--- src/rtl/morse_letter_sequencer.sv ---
// Letter queue and playback sequencer for the Morse letter transmitter.
// Pops one queued letter at a time, watches NewBitIn for end of letter, then holds a silent gap.
module morse_letter_sequencer #(
   parameter int CLOCK_FREQUENCY = 100,
   parameter int FIFO_DEPTH      = 4,
   parameter int GAP_SYMBOLS     = 2
) (
   input  logic                          ClockIn,
   input  logic                          Resetn,
   input  logic [2:0]                    LetterIn,
   input  logic                          LetterValid,
   output logic                          LetterReady,
   input  logic                          Abort,
   input  logic                          NewBitIn,
   output logic                          Start,
   output logic [2:0]                    Letter,
   output logic                          Clear,
   output logic                          Busy,
   output logic [$clog2(FIFO_DEPTH):0]   Count,
   output logic                          LetterDone,
   output logic                          Error
);

   // state | meaning
   // IDLE  | waiting for a queued letter
   // LOAD  | one cycle: Start high, head popped, counters loaded
   // SEND  | counting transmitter bit pulses, timeout running
   // GAP   | inter-letter silence, LetterDone on the last cycle
   typedef enum logic [1:0] {
      S_IDLE,
      S_LOAD,
      S_SEND,
      S_GAP
   } state_t;

   localparam int SYM      = (CLOCK_FREQUENCY >> 2) + 1;
   localparam int TO_LOAD  = 13 * SYM - 1;
   localparam int GAP_LOAD = GAP_SYMBOLS * SYM - 1;
   localparam int AW       = $clog2(FIFO_DEPTH);
   localparam int CW       = AW + 1;
   localparam int TW       = $clog2(TO_LOAD + 2);
   localparam int GW       = $clog2(GAP_LOAD + 2);

   localparam logic [TW-1:0] TO_INIT  = TW'(TO_LOAD);
   localparam logic [GW-1:0] GAP_INIT = GW'(GAP_LOAD);
   localparam logic [CW-1:0] FULL     = CW'(FIFO_DEPTH);

   state_t          state, state_nxt;
   logic [3:0]      bit_cnt, bit_nxt;
   logic [TW-1:0]   to_cnt, to_nxt;
   logic [GW-1:0]   gap_cnt, gap_nxt;
   logic            err_q, err_nxt;
   logic [2:0]      letter_q, letter_nxt;
   logic            start_q, clear_q, done_q;
   logic            push, pop;

   logic [2:0]      mem [FIFO_DEPTH];
   logic [AW-1:0]   wr_ptr, rd_ptr;
   logic [CW-1:0]   count_q;

   // Readiness uses start-of-cycle occupancy, so a same-cycle pop never frees a slot.
   assign LetterReady = (count_q != FULL) && !Abort;
   assign push        = LetterValid && LetterReady;

   always_comb begin
      state_nxt  = state;
      bit_nxt    = bit_cnt;
      to_nxt     = to_cnt;
      gap_nxt    = gap_cnt;
      err_nxt    = err_q;
      letter_nxt = letter_q;
      pop        = 1'b0;
      case (state)
         S_IDLE: begin
            if (count_q != '0) begin
               state_nxt  = S_LOAD;
               letter_nxt = mem[rd_ptr];
            end
         end
         S_LOAD: begin
            pop       = 1'b1;
            bit_nxt   = '0;
            to_nxt    = TO_INIT;
            state_nxt = S_SEND;
         end
         S_SEND: begin
            // A 12th pulse on the timeout's last cycle still counts as success.
            if (NewBitIn && (bit_cnt == 4'd11)) begin
               bit_nxt   = bit_cnt + 4'd1;
               gap_nxt   = GAP_INIT;
               state_nxt = S_GAP;
            end else begin
               if (NewBitIn) begin
                  bit_nxt = bit_cnt + 4'd1;
               end
               if (to_cnt == '0) begin
                  err_nxt   = 1'b1;
                  gap_nxt   = GAP_INIT;
                  state_nxt = S_GAP;
               end else begin
                  to_nxt = to_cnt - TW'(1);
               end
            end
         end
         S_GAP: begin
            if (gap_cnt == '0) begin
               state_nxt = S_IDLE;
            end else begin
               gap_nxt = gap_cnt - GW'(1);
            end
         end
         default: state_nxt = S_IDLE;
      endcase
      if (Abort) begin
         state_nxt  = S_IDLE;
         bit_nxt    = '0;
         to_nxt     = '0;
         gap_nxt    = '0;
         err_nxt    = 1'b0;
         letter_nxt = letter_q;
         pop        = 1'b0;
      end
   end

   always_ff @(posedge ClockIn or negedge Resetn) begin
      if (!Resetn) begin
         state    <= S_IDLE;
         bit_cnt  <= '0;
         to_cnt   <= '0;
         gap_cnt  <= '0;
         err_q    <= 1'b0;
         letter_q <= '0;
         start_q  <= 1'b0;
         clear_q  <= 1'b0;
         done_q   <= 1'b0;
      end else begin
         state    <= state_nxt;
         bit_cnt  <= bit_nxt;
         to_cnt   <= to_nxt;
         gap_cnt  <= gap_nxt;
         err_q    <= err_nxt;
         letter_q <= letter_nxt;
         start_q  <= (state_nxt == S_LOAD);
         clear_q  <= Abort;
         done_q   <= (state_nxt == S_GAP) && (gap_nxt == '0);
      end
   end

   always_ff @(posedge ClockIn or negedge Resetn) begin
      if (!Resetn) begin
         wr_ptr  <= '0;
         rd_ptr  <= '0;
         count_q <= '0;
      end else if (Abort) begin
         wr_ptr  <= '0;
         rd_ptr  <= '0;
         count_q <= '0;
      end else begin
         if (push) begin
            wr_ptr <= wr_ptr + AW'(1);
         end
         if (pop) begin
            rd_ptr <= rd_ptr + AW'(1);
         end
         case ({push, pop})
            2'b10:   count_q <= count_q + CW'(1);
            2'b01:   count_q <= count_q - CW'(1);
            default: count_q <= count_q;
         endcase
      end
   end

   always_ff @(posedge ClockIn) begin
      if (push) begin
         mem[wr_ptr] <= LetterIn;
      end
   end

   assign Start      = start_q;
   assign Letter     = letter_q;
   assign Clear      = clear_q;
   assign Busy       = (state != S_IDLE);
   assign Count      = count_q;
   assign LetterDone = done_q;
   assign Error      = err_q;

endmodule

--- config.mk ---
export PLATFORM = sky130hd
export DESIGN_NAME = morse_letter_sequencer
export DESIGN_NICKNAME = d
export VERILOG_FILES = /design/src/rtl/morse_letter_sequencer.sv
export SDC_FILE = /design/constraint.sdc
export NUM_CORES = 1
export LEC_CHECK = 0
export ABC_CLOCK_PERIOD_IN_PS = 2400
export BUFFER_PORTS_ARGS = -buffer_cell sky130_fd_sc_hd__buf_4
export CORE_MARGIN = 2
export CORE_UTILIZATION = 38
export DETAILED_ROUTE_END_ITERATION = 10
export RECOVER_POWER = 25
export SKIP_CTS_REPAIR_TIMING = 1
export SYNTH_ARGS = -nofsm -noshare
export SYNTH_HDL_FRONTEND = slang
export SYNTH_SLANG_ARGS = --single-unit
--- constraint.sdc ---
create_clock -name ClockIn -period 2.4 [get_ports ClockIn]
set_input_delay 0.48 -clock ClockIn [delete_from_list [all_inputs] [get_ports ClockIn]]
set_output_delay 0.48 -clock ClockIn [all_outputs]
set_load 0.02 [all_outputs]
==> flow_summary_export.csv, run 1 <==
group,metric,value,unit
status,status,"complete, but fails checks",
status,violations,"capacitance limit, slew limit",
run,cap_viol_max_count,1,
worst_setup_path,crit_fanout,8,
power_and_ir_drop,power.density,1155,nW/um2
sta,timing.fmax,468.9,MHz
min_path,hp-class,"input port to flop",
synthesis,synth_cells,243,
synthesis,synth-seq-cells,47,
worst_setup_path,crit_buf_inv,1,
power_and_ir_drop,p_leak,1.201,nW
cts,cts_buffer_depth,2,
worst_setup_path,rr_endpoint,"to_cnt[5]",
worst_setup_path,r2r_setup_slack,0.27,ns
die,initial_utilization,39.85,%
die,die_h,86.30,um
worst_setup_path,rr_worst_depth,8,
routing,drt_iter0_markers,107,
sta,fin_crit,2.133,ns
placement,place_inst,336,
routing,antenna_left,0,
synthesis,synth.distinct_cells,57,
die,die_area,7447,um2
sta,fin_crit_sh,88.87,%
grt,grt_overflow_total,0,
worst_setup_path,cp-end-kind,"flop",
worst_setup_path,slowest_stage,"or4b_4",
cts,cts_tree,"yes",
synthesis,yosysSeqAreaShare,48.03,%
min_path,holdPathStages,1,
cts,htreeDepth,2,
sta,maxSlewViolCount,36,
routing,wirelength,5.212,mm
routing,wl_met3,233,um
sta,setup_violations,0,
sta,fin_worst_skew,0.01213,ns
min_path,min_from,"LetterIn[0]",
layout,nFillCells,639,
routing,drt_pre_antenna_iters,4,
grt,grt_use_total,15.36,%
layout,nets,284,
die,die_x,86.30,um
die,core.rowCount,29,
synthesis,avgSynthCellArea,10.59,um2
synthesis,yosysTopAreaCellShare,34.03,%
sta,slew_headroom,-26.50,%
placement,place_congestion,0.8829,
grt,antenna_found_initial,0,
synthesis,synth_flop_cell,"dfrtp_1",
layout,fin_cells,344,
synthesis,synth_edf_count,12,
cts,cts_sinks,47,
worst_setup_path,startpoint_type,"flop",
cts,clock_latency,0.30,ns
die,core_region_area,6459,um2
layout,n_antenna_cell,0,
worst_setup_path,crit_chain,"inv_1 -> ha_1 -> or4b_4 -> o21a_4 -> a211oi_4 -> nor2_2 -> nand3b_1 -> nand2_1",
sta,tns,0,ns
worst_setup_path,cp.depth,8,
grt,grt_pass1_vias,1831,
worst_setup_path,worstSetupPathType,"flop to flop",
synthesis,synth_area_leaders,"dfrtp_1, edfxtp_1, ha_1",
routing,dr_wl_met2,2.331,mm
routing,route.detailed.drc,0,
placement,dp_hpwl,3.762,mm
synthesis,syn-cell-area,2574,um2
worst_setup_path,crit_arrival,2.34,ns
worst_setup_path,slowest_delay,0.47,ns
die,io_pins,20,
routing,vias_per_cell,5.520,
worst_setup_path,path_delay_family,"simple AND/OR/NAND/NOR gates",
grt,grt_max_degree,36,
sta,rsz0062_at_grt,"no",
synthesis,synthArstFlopShare,74.47,%
layout,drive_gt1_share,20.97,%
min_path,hold-path-endpoint,"mem[1][0]",
power_and_ir_drop,ir_drop,0.6098,mV
worst_setup_path,cp.required,2.60,ns
grt,grt_pass1_wl,9.066,mm
placement,io_buffers,19,
routing,post_drt_wl_per_cell,15.15,um
routing,top_layer,"met4",
routing,wl_met1,2.545,mm
sta,finalHoldViolCount,0,
cts,cts_made_buffers,5,
cts,root_buffer,"clkbuf_8",
routing,dr_total_vias,1899,
worst_setup_path,r2r-start,"to_cnt[0]",
synthesis,yosysTopAreaCell,"dfrtp_1",
synthesis,ys_warn_count,0,
synthesis,synth_nets,261,
sta,worst_pin_slew,1.898,ns
cts,clkTransAtPathRegs,0.10,ns
layout,area_growth,14.00,%
-- layout by cell type, fill, tap and decap left out, types with 2 or more instances in the layout --
cell	count
nand2_1	14
dfrtp_1	35
a221oi_1	2
inv_1	13
clkbuf_1	3
and2_1	3
a21oi_1	11
mux2i_1	5
mux4_2	3
nand4_1	3
edfxtp_1	12
a22oi_1	3
o31ai_1	3
a211oi_1	6
clkbuf_8	5
nand2b_1	3
ha_1	9
nand3b_1	4
xnor2_1	4
nor2_1	27
a311oi_1	2
nor2b_1	4
o21ai_1	6
mux2_2	4
nand3_1	3
a21oi_4	2
nor3_1	10
a21oi_2	2
o21ai_2	2
o21ai_0	8
buf_4	24
and3_1	4
-- power by group --
group	leakage (nW)	switching [mW]	internal, mW
clock network	0.0587	0.277	0.316
logic	0.565	0.894	0.697
registers	0.577	0.204	0.999
total	1.20	1.38	2.01
-- worst reg2reg max path, stage by stage (launching register included) --
cell      delay, ns
dfrtp_1        0.41
inv_1          0.12
ha_1           0.15
or4b_4         0.47
o21a_4         0.28
a211oi_4       0.38
nor2_2         0.08
nand3b_1       0.09
nand2_1        0.05
-- how the worst max path moves through the flow --
| stage | endpoint | slack, ns | startpoint |
|---|---|---|---|
| finish | to_cnt[5] | 0.27 | to_cnt[0] |
| global route | to_cnt[2] | 0.12 | to_cnt[0] |
| CTS | LetterDone | 0.26 | to_cnt[0] |
| detailed placement | to_cnt[5] | 0.24 | to_cnt[0] |
| global placement | to_cnt[5] | 0.30 | to_cnt[0] |
| floorplan | Count[2] | 0.10 | Abort |
-- flip-flops by register name (all words and copies together) (netlist names) --
name and count:
to_cnt 9, gap_cnt 6, mem 12, Clear 1, state 2, Letter 3
Count 3, bit_cnt 4, rd_ptr 2, wr_ptr 2, Error 1, LetterDone 1
Start 1
-- layout make-up --
cell class / instances / area (um2) / area share, %
Clock inverter: 3 / 47.55 / 1.620
Inverter: 13 / 48.80 / 1.663
Multi-Input combinational cell: 172 / 1245 / 42.43
Tap cell: 77 / 96.34 / 3.284
Timing Repair Buffer: 27 / 191.4 / 6.525
Clock buffer: 5 / 68.82 / 2.345
Sequential cell: 47 / 1236 / 42.13
-- stage by stage --
step                cell area, um2  setup slack, ns  hold WS, ns  util, %  power [mW]
CTS                           2945           0.2617       0.1298    45.60       3.425
floorplan                     2577           0.1012       0.1844        -       2.371
finish                        2934           0.2672       0.3803    45.43       3.388
global placement              2829           0.2967       0.4667    43.80       2.799
detailed placement            2829           0.2388       0.4688    43.80       2.823
global route                  2934           0.1169       0.3626    45.43       3.664
-- metal layers --
| layer | global-route usage (%) | up-vias |
|---|---|---|
| met2 | 23.04 | 41 |
| met3 | 3.619 | 12 |
| li1 | - | 928 |
| met4 | 5.824 | 0 |
| met5 | 0 | - |
| met1 | 21.69 | 918 |
-- logic make-up after synthesis --
family	count (synthesis)	synth area share [%]
buf+inv	24	3.743
simple gates	89	19.06
fa+ha+maj	10	5.153
flops	47	48.03
compound gates	55	15.56
xor+xnor	5	1.701
mux	13	6.757
-- Yosys cell counts (2+ instances only) --
cell,n
dfrtp_1,35
nor2_1,27
nand2_1,14
inv_1,13
a21oi_1,12
edfxtp_1,12
nor3_1,10
ha_1,9
o21ai_0,8
a211oi_1,6
o21ai_1,6
buf_2,5
mux2i_1,5
and3_1,4
clkbuf_1,4
mux2_2,4
nand3b_1,4
nor2b_1,4
xnor2_1,4
a22oi_1,3
and2_1,3
mux4_2,3
nand2b_1,3
nand3_1,3
nand4_1,3
o31ai_1,3
a21oi_4,2
a221oi_1,2
a311oi_1,2
buf_1,2
o21ai_2,2
Note: power is estimated with default switching activity, not from simulation.
==> run 2: changes to the inputs <==
--- a/config.mk
+++ b/config.mk
@@ -8,3 +8,2 @@
 export ABC_CLOCK_PERIOD_IN_PS = 2400
-export BUFFER_PORTS_ARGS = -buffer_cell sky130_fd_sc_hd__buf_4
 export CORE_MARGIN = 2
@@ -12,2 +11,3 @@
 export DETAILED_ROUTE_END_ITERATION = 10
+export DONT_BUFFER_PORTS = 1
 export RECOVER_POWER = 25
--- a/constraint.sdc
+++ b/constraint.sdc
@@ -3,2 +3,2 @@
 set_output_delay 0.48 -clock ClockIn [all_outputs]
-set_load 0.02 [all_outputs]
+set_load 0.005 [all_outputs]
==> run 2 against run 1 <==
  * The flow still finishes with violations (capacitance limit, slew limit)
  * Clock power is 3% lower
  * Sequential power hardly changed
  * Global-route usage is 0.23 points lower
  * Non-clock buffer count is 19 lower
  * Setup slack worse by 0.030 ns
  * Total power is 6.8% lower
  * Utilization is 2.2 points lower
==> flow_summary_export.csv, run 2 (synthesis results as in run 1) <==
group,metric,value,unit
layout,largest-register,"mem",
layout,final_common_cell,"dfrtp_1",
cts,clock_latency,0.30,ns
grt,grt_overflow_total,0,
sta,fin_crit_sh,90.11,%
sta,maxSlewViolCount,36,
worst_setup_path,cp.required,2.60,ns
grt,antenna_found_initial,0,
layout,nets,265,
die,die_x,86.30,um
routing,post_drt_wl_per_cell,15.62,um
sta,finalHoldViolCount,0,
grt,grt_pass1_vias,1758,
cts,cts_buffer_depth,2,
layout,area_growth,8.410,%
sta,tns,0,ns
sta,worst_pin_slew,1.895,ns
layout,reg_top3,"mem x12, to_cnt x9, gap_cnt x6",
run,cap_viol_max_count,1,
layout,drive_gt1_share,14.92,%
routing,wirelength,5.075,mm
layout,largest_reg_flops,12,
cts,cts_sinks,47,
grt,grt_max_degree,36,
routing,drt_pre_antenna_iters,4,
sta,fin_worst_skew,0.01061,ns
sta,fin_crit,2.163,ns
sta,slew_headroom,-26.31,%
layout,layout_common_cells,"dfrtp_1, nor2_1, nand2_1",
placement,place_inst,316,
cts,root_buffer,"clkbuf_8",
layout,n_antenna_cell,0,
layout,fin_cells,325,
die,io_pins,20,
sta,rsz0062_at_grt,"no",
worst_setup_path,cp-end-kind,"flop",
worst_setup_path,crit_arrival,2.36,ns
worst_setup_path,worstSetupPathType,"flop to flop",
die,core_region_area,6459,um2
status,violations,"capacitance limit, slew limit",
status,status,"complete, but fails checks",
grt,grt_pass1_wl,8.811,mm
power_and_ir_drop,power,3.159,mW
die,die_area,7447,um2
worst_setup_path,startpoint_type,"flop",
placement,io_buffers,0,
sta,timing.fmax,462.4,MHz
die,core.rowCount,29,
routing,dr_total_vias,1778,
sta,setup_violations,0,
placement,place_congestion,0.8005,
min_path,hp-class,"input port to flop",
layout,post-route-util,43.20,%
routing,vias_per_cell,5.471,
power_and_ir_drop,ir_drop,0.5791,mV
sta,hold_slack,0.2052,ns
power_and_ir_drop,p_leak,1.109,nW
routing,drt_iter0_markers,134,
cts,cts_tree,"yes",
routing,antenna_left,0,
worst_setup_path,crit_fanout,8,
grt,grt_use_total,15.13,%
layout,nFillCells,616,
placement,dp_hpwl,3.608,mm
cts,clkTransAtPathRegs,0.09,ns
die,initial_utilization,39.85,%
routing,route.detailed.drc,0,
die,die_h,86.30,um
cts,htreeDepth,2,
cts,cts_made_buffers,5,
power_and_ir_drop,power.density,1132,nW/um2
## run 2: worst max-delay path, cell delays in order (launching register included)
cell and delay (ns):
dfrtp_1 0.41, inv_1 0.13, ha_1 0.15, or4b_4 0.48
o21a_4 0.28, a211oi_4 0.38, nor2_2 0.08, nand3b_1 0.09
nand2_1 0.05
## run 2: path summary, 6_finish.rpt
check / startpoint / endpoint / slack [ns] / depth (start not counted)
hold reg to reg: to_cnt[1] / to_cnt[1] / 0.52 / 2
setup / recovery: to_cnt[0] / to_cnt[5] / 0.24 / 8
hold / removal: Abort / Clear / 0.21 / 0
min in group asynchronous: Resetn / gap_cnt[3] / 0.69 / 1
max in group asynchronous: Resetn / Letter[0] / 0.62 / 1
setup reg to reg: to_cnt[0] / to_cnt[5] / 0.24 / 8
## run 2: routing by layer
layer | part of all wire (%) | GRT usage [%] | vias to the layer above
li1 | - | - | 889
met1 | 49 | 20.96 | 856
met2 | 46 | 23.54 | 27
met3 | 4.2 | 3.810 | 6
met4 | 1.3 | 4.688 | 0
met5 | 0 | 0 | -
## run 2: final cells by class
class	count	area (um2)	area share, %
flip-flops and latches	47	1236	44.31
clock buffers	5	68.82	2.466
clock inverters	3	42.54	1.525
multi-input cells	172	1241	44.48
well taps	77	96.34	3.453
inverters	13	48.80	1.749
repair buffers	8	56.30	2.018
## run 2: power by group
group | leakage [nW] | switching [mW] | internal [mW]
logic | 0.476 | 0.748 | 0.601
registers | 0.577 | 0.234 | 1.00
clock network | 0.0562 | 0.265 | 0.310
## run 2: through the flow
stage | area, um2 | worst slack, ns
global placement | 2675 | 0.2879
global route | 2790 | 0.07561
CTS | 2786 | 0.2294
finish | 2790 | 0.2374
floorplan | 2574 | 0.1455
detailed placement | 2675 | 0.2343
